## src/rtl/encode32_arbiter.sv

```systemverilog
// Collects 32 event strobes into a pending vector and issues one 5-bit source index
// at a time over a valid/ready handshake, with fixed or rotating priority.
module encode32_arbiter #(
  parameter bit ROUND_ROBIN = 1'b0
) (
  input  logic        clk,
  input  logic        rst_n,
  input  logic [31:0] req,
  input  logic [31:0] mask,
  output logic        out_valid,
  input  logic        out_ready,
  output logic [4:0]  out_idx,
  output logic [31:0] pending,
  output logic        lost
);

  logic [31:0] pending_r;
  logic        out_valid_r;
  logic [4:0]  out_idx_r;
  logic        lost_r;
  logic [4:0]  ptr_r;

  logic        load_s;
  logic [31:0] elig_s;
  logic [4:0]  start_s;
  logic [5:0]  pick_s;
  logic        issue_s;
  logic [31:0] clr_s;

  // Returns {found, index} of the first set bit of vec scanning upward from start with wrap.
  // Scanning from the far end means the last hit written is the nearest one.
  function automatic logic [5:0] pick_first(input logic [31:0] vec, input logic [4:0] start);
    logic [5:0] res;
    logic [4:0] idx;
    res = 6'd0;
    for (int i = 31; i >= 0; i--) begin
      idx = start + 5'(i);
      if (vec[idx]) begin
        res = {1'b1, idx};
      end else begin
        res = res;
      end
    end
    return res;
  endfunction

  assign load_s  = !out_valid_r || out_ready;
  assign elig_s  = pending_r & mask;
  assign start_s = (ROUND_ROBIN != 1'b0) ? ptr_r : 5'd0;
  assign pick_s  = pick_first(elig_s, start_s);
  assign issue_s = load_s && pick_s[5];

  // One-hot clear of the index issued on this edge.
  always_comb begin
    clr_s = 32'd0;
    if (issue_s) begin
      clr_s = 32'd1 << pick_s[4:0];
    end else begin
      clr_s = 32'd0;
    end
  end

  // Pending collection and lost-event detection; a new request outranks the clear.
  always_ff @(posedge clk or negedge rst_n) begin
    if (!rst_n) begin
      pending_r <= 32'd0;
      lost_r    <= 1'b0;
    end else begin
      pending_r <= (pending_r & ~clr_s) | req;
      lost_r    <= |(req & pending_r & ~clr_s);
    end
  end

  // Output register: reload only when empty or accepted, otherwise hold stable.
  always_ff @(posedge clk or negedge rst_n) begin
    if (!rst_n) begin
      out_valid_r <= 1'b0;
      out_idx_r   <= 5'd0;
    end else if (load_s) begin
      out_valid_r <= pick_s[5];
      if (pick_s[5]) begin
        out_idx_r <= pick_s[4:0];
      end else begin
        out_idx_r <= out_idx_r;
      end
    end else begin
      out_valid_r <= out_valid_r;
      out_idx_r   <= out_idx_r;
    end
  end

  // Rotating-priority pointer: one past the last issued index.
  always_ff @(posedge clk or negedge rst_n) begin
    if (!rst_n) begin
      ptr_r <= 5'd0;
    end else if (issue_s) begin
      ptr_r <= pick_s[4:0] + 5'd1;
    end else begin
      ptr_r <= ptr_r;
    end
  end

  assign out_valid = out_valid_r;
  assign out_idx   = out_idx_r;
  assign pending   = pending_r;
  assign lost      = lost_r;

endmodule

```

## config.mk

```make
export PLATFORM = sky130hd
export DESIGN_NAME = encode32_arbiter
export DESIGN_NICKNAME = d
export VERILOG_FILES = /design/src/rtl/encode32_arbiter.sv
export SDC_FILE = /design/constraint.sdc
export NUM_CORES = 1
export LEC_CHECK = 0
export BUFFER_PORTS_ARGS = -buffer_cell sky130_fd_sc_hd__buf_2
export CORE_ASPECT_RATIO = 1.4
export CORE_UTILIZATION = 45
export DETAILED_ROUTE_END_ITERATION = 10
export PLACE_DENSITY_LB_ADDON = 0.3
export SLEW_MARGIN = 30
export SYNTH_ARGS = -nofsm -noshare
export SYNTH_HDL_FRONTEND = slang
export SYNTH_SLANG_ARGS = --single-unit
```

## constraint.sdc

```tcl
create_clock -name clk -period 2.7 [get_ports clk]
set_input_delay 0.54 -clock clk [delete_from_list [all_inputs] [get_ports clk]]
set_output_delay 0.54 -clock clk [all_outputs]
set_load 0.02 [all_outputs]
```

==> flow_metrics.py <==
metrics = {
    "synthesis": {
        "yosys_warnings": 0,
        "ys_seq_area_frac": 0.360,
        "ys_types": 69,
        "synth-seq-cells": 39,
        "synth_edf_count": 0,
        "syn_area_per_cell_um2": 8.98,
        "yosysMostFrequentCell": "nand2_1",
        "synth_top_area_share": 0.360,
        "async_flop_share": 1.00,
        "synth_common_cells": "nand2_1 (63), dfrtp_1 (39), a21o_1 (18), o21ai_0 (16), nand2b_1 (15)",
        "synth_nets": 369,
        "synth_flop_cell": "dfrtp_1",
        "syn_inst": 302,
        "ys_top_cells_by_area": "dfrtp_1 (36%), nand2_1 (8.7%), a21o_1 (5.0%), nand2b_1 (3.5%), a22oi_1 (3.3%)",
        "synthesis.area_um2": 2710,
        "synth.largest_area_cell": "dfrtp_1",
    },
    "clock_tree": {
        "cts_tree": "done",
        "clock_sinks": 39,
        "clock_path_buffers": 2,
        "clockRootBuffer": "clkbuf_8",
        "path_clk_slew_ns": 0.08,
        "hold_buffers": 0,
        "clk_latency_ns": 0.29,
        "cts_buffers": 5,
        "htree_levels": 2,
    },
    "route": {
        "post_drt_wl_per_cell_um": 18.8,
        "first_pass_iters": 7,
        "viasPerCell": 5.88,
        "vias": 3430,
        "ant_nets": 0,
        "drt_iter0_drc": 172,
        "routed_wl_um": 11000,
        "drc": 0,
    },
    "placement": {
        "dp_hpwl_um": 9300,
        "portBuffers": 105,
        "place_congestion": 0.959,
        "dp.cells": 572,
    },
    "die": {
        "io_pins": 106,
        "core_um2": 5820,
        "dieWidth_um": 67.6,
        "num_rows": 33,
        "die_y_um": 93.9,
        "dieArea_um2": 6350,
        "initial_core_util": 0.466,
    },
    "run": {
        "drv_cap": 0,
    },
    "final_layout": {
        "instances_no_fill": 583,
        "drive_gt1_frac": 0.499,
        "area_growth_pct": 57.1,
        "layout.nets": 579,
        "antennaDiodeCount": 0,
    },
    "grt": {
        "antenna_found_initial": 0,
        "grt-ovfl-total": 0,
        "first_global_vias": 3360,
        "grt_util_met2": 0.626,
        "busiest_layer": "met2",
        "grt_pass1_wl_um": 16100,
        "grt_util_met3": 0.0425,
        "grt_max_degree": 40,
        "use_met1": 0.389,
        "grt_usage": 0.357,
    },
    "timing": {
        "relSlewSlack": 0.463,
        "rsz0062_at_grt": "true",
        "period_needed_ns": 2.88,
        "final_max_slew_viol_count": 0,
        "worst_pin_slew_ns": 0.803,
        "finalSetupViolCount": 1,
        "fmax_mhz": 347,
        "setup_slack_ns": -0.182,
        "whs_ns": 0.214,
        "finalCritPeriodShare": 1.07,
        "hold_violations": 0,
        "skew_ns": 0.00675,
    },
    "status": {
        "status": "finished, violations left",
        "violations": "negative setup slack",
    },
    "worst_setup_path": {
        "crit_arrival_ns": 3.04,
        "critPathCaptureType": "register",
        "crit_fanout": 4,
        "critPathMaxStageDelay_ns": 0.54,
        "required_ns": 2.86,
        "cpLargestDelayFamily": "compound AO/OA/AOI/OAI gates",
        "cp_slowest_cell": "or4_4",
        "start_kind": "register",
        "timing.critical_path.buf_inv": 1,
        "criticalPathCategory": "register to register",
        "crit_chain": "a22o_1 -> a31oi_2 -> o2111ai_2 -> a211oi_2 -> buf_4 -> o21ai_4 -> o311a_1 -> or4_4 -> a2111oi_4 -> nand4b_1",
    },
    "min_path": {
        "holdCritPathClass": "input pin to async pin",
    },
    "power_and_ir_drop": {
        "power.density_nw_per_um2": 363,
        "total_power_w": 0.00154,
        "power.leakage_nw": 1.84,
        "vdd_ir_drop_max_v": 0.000250,
    },
}
-- layer usage --
layer / share of wire / wire [µm]
met5: 0 / 0
met4: 0.059 / 652
met3: 0.050 / 545
met2: 0.51 / 5590
met1: 0.38 / 4170
-- flip-flops by register name, indices dropped and copies added (netlist names) --
register / cells
out_idx: 5
pending: 32
lost: 1
out_valid: 1
-- metrics by stage --
stage               setup WS, ns  instance area [µm²]   util  TNS [ns]
floorplan                 0.0133                 2720      -         0
global placement          -0.399                 4050  0.696    -0.752
detailed placement        -0.493                 4050  0.696     -1.36
CTS                       -0.162                 4220  0.724    -0.162
global route              -0.266                 4260  0.732    -0.266
finish                    -0.182                 4260  0.732    -0.182
-- report_power, final --
part / switching, W / internal [W] / total (W)
sequential: 0.0000114 / 0.000597 / 0.000609
combinational: 0.000233 / 0.000198 / 0.000431
clock: 0.000206 / 0.000299 / 0.000505
-- cell families after synthesis --
kind of cell	count (synthesis)	share of synthesized area
flip-flops	39	0.360
AO/OA/AOI/OAI	117	0.364
AND/OR/NAND/NOR	136	0.258
buffers and inverters	10	0.0180
-- final timing paths --
kind / from / end / slack, ns / cells after the start
setup reg to reg: pending[27]$_DFF_PN0_ / lost$_DFF_PN0_ / -0.18 / 10
hold reg to reg: out_idx[0]$_DFFE_PN0N_ / out_idx[0]$_DFFE_PN0N_ / 0.48 / 2
min in group clk: req[27] / pending[27]$_DFF_PN0_ / 0.44 / 2
max in group asynchronous: rst_n / pending[22]$_DFF_PN0_ / 2.10 / 1
hold / removal: rst_n / out_idx[4]$_DFFE_PN0N_ / 0.21 / 1
setup / recovery: pending[27]$_DFF_PN0_ / lost$_DFF_PN0_ / -0.18 / 10
-- cell type report --
cell class | instances | area, µm²
clock buffers | 6 | 82.6
well taps | 70 | 87.6
fillers | 463 | 1560
inverters | 5 | 18.8
multi-input cells | 253 | 1750
clock inverters | 2 | 35.0
repair buffers | 208 | 1300
flip-flops and latches | 39 | 981
-- cells in the final DEF (no fill, tap or decap), types with 3 or more instances in the layout --
| cell type | instances |
|---|---|
| o211ai_1 | 4 |
| nand2_1 | 63 |
| a22oi_4 | 3 |
| inv_1 | 4 |
| buf_2 | 104 |
| or2_2 | 3 |
| dfrtp_2 | 4 |
| buf_4 | 104 |
| a32o_1 | 4 |
| nor2_1 | 9 |
| and2_1 | 8 |
| a31oi_1 | 7 |
| a21oi_1 | 8 |
| nand4_1 | 4 |
| nand2b_1 | 15 |
| a22oi_1 | 11 |
| a32oi_1 | 3 |
| a21o_1 | 18 |
| nand3_1 | 10 |
| dfrtp_1 | 35 |
| clkbuf_8 | 6 |
| a22o_1 | 6 |
| o21ai_0 | 15 |
| and4_1 | 3 |
-- repair_timing --
item                       in CTS  in global routing
setup buffers                   1                  2
gates resized for setup         6                  5
setup endpoints to repair       2                  1
pin swaps                       1                  5
hold endpoints to repair        0                  0
Note: power is estimated with default switching activity, not from simulation.
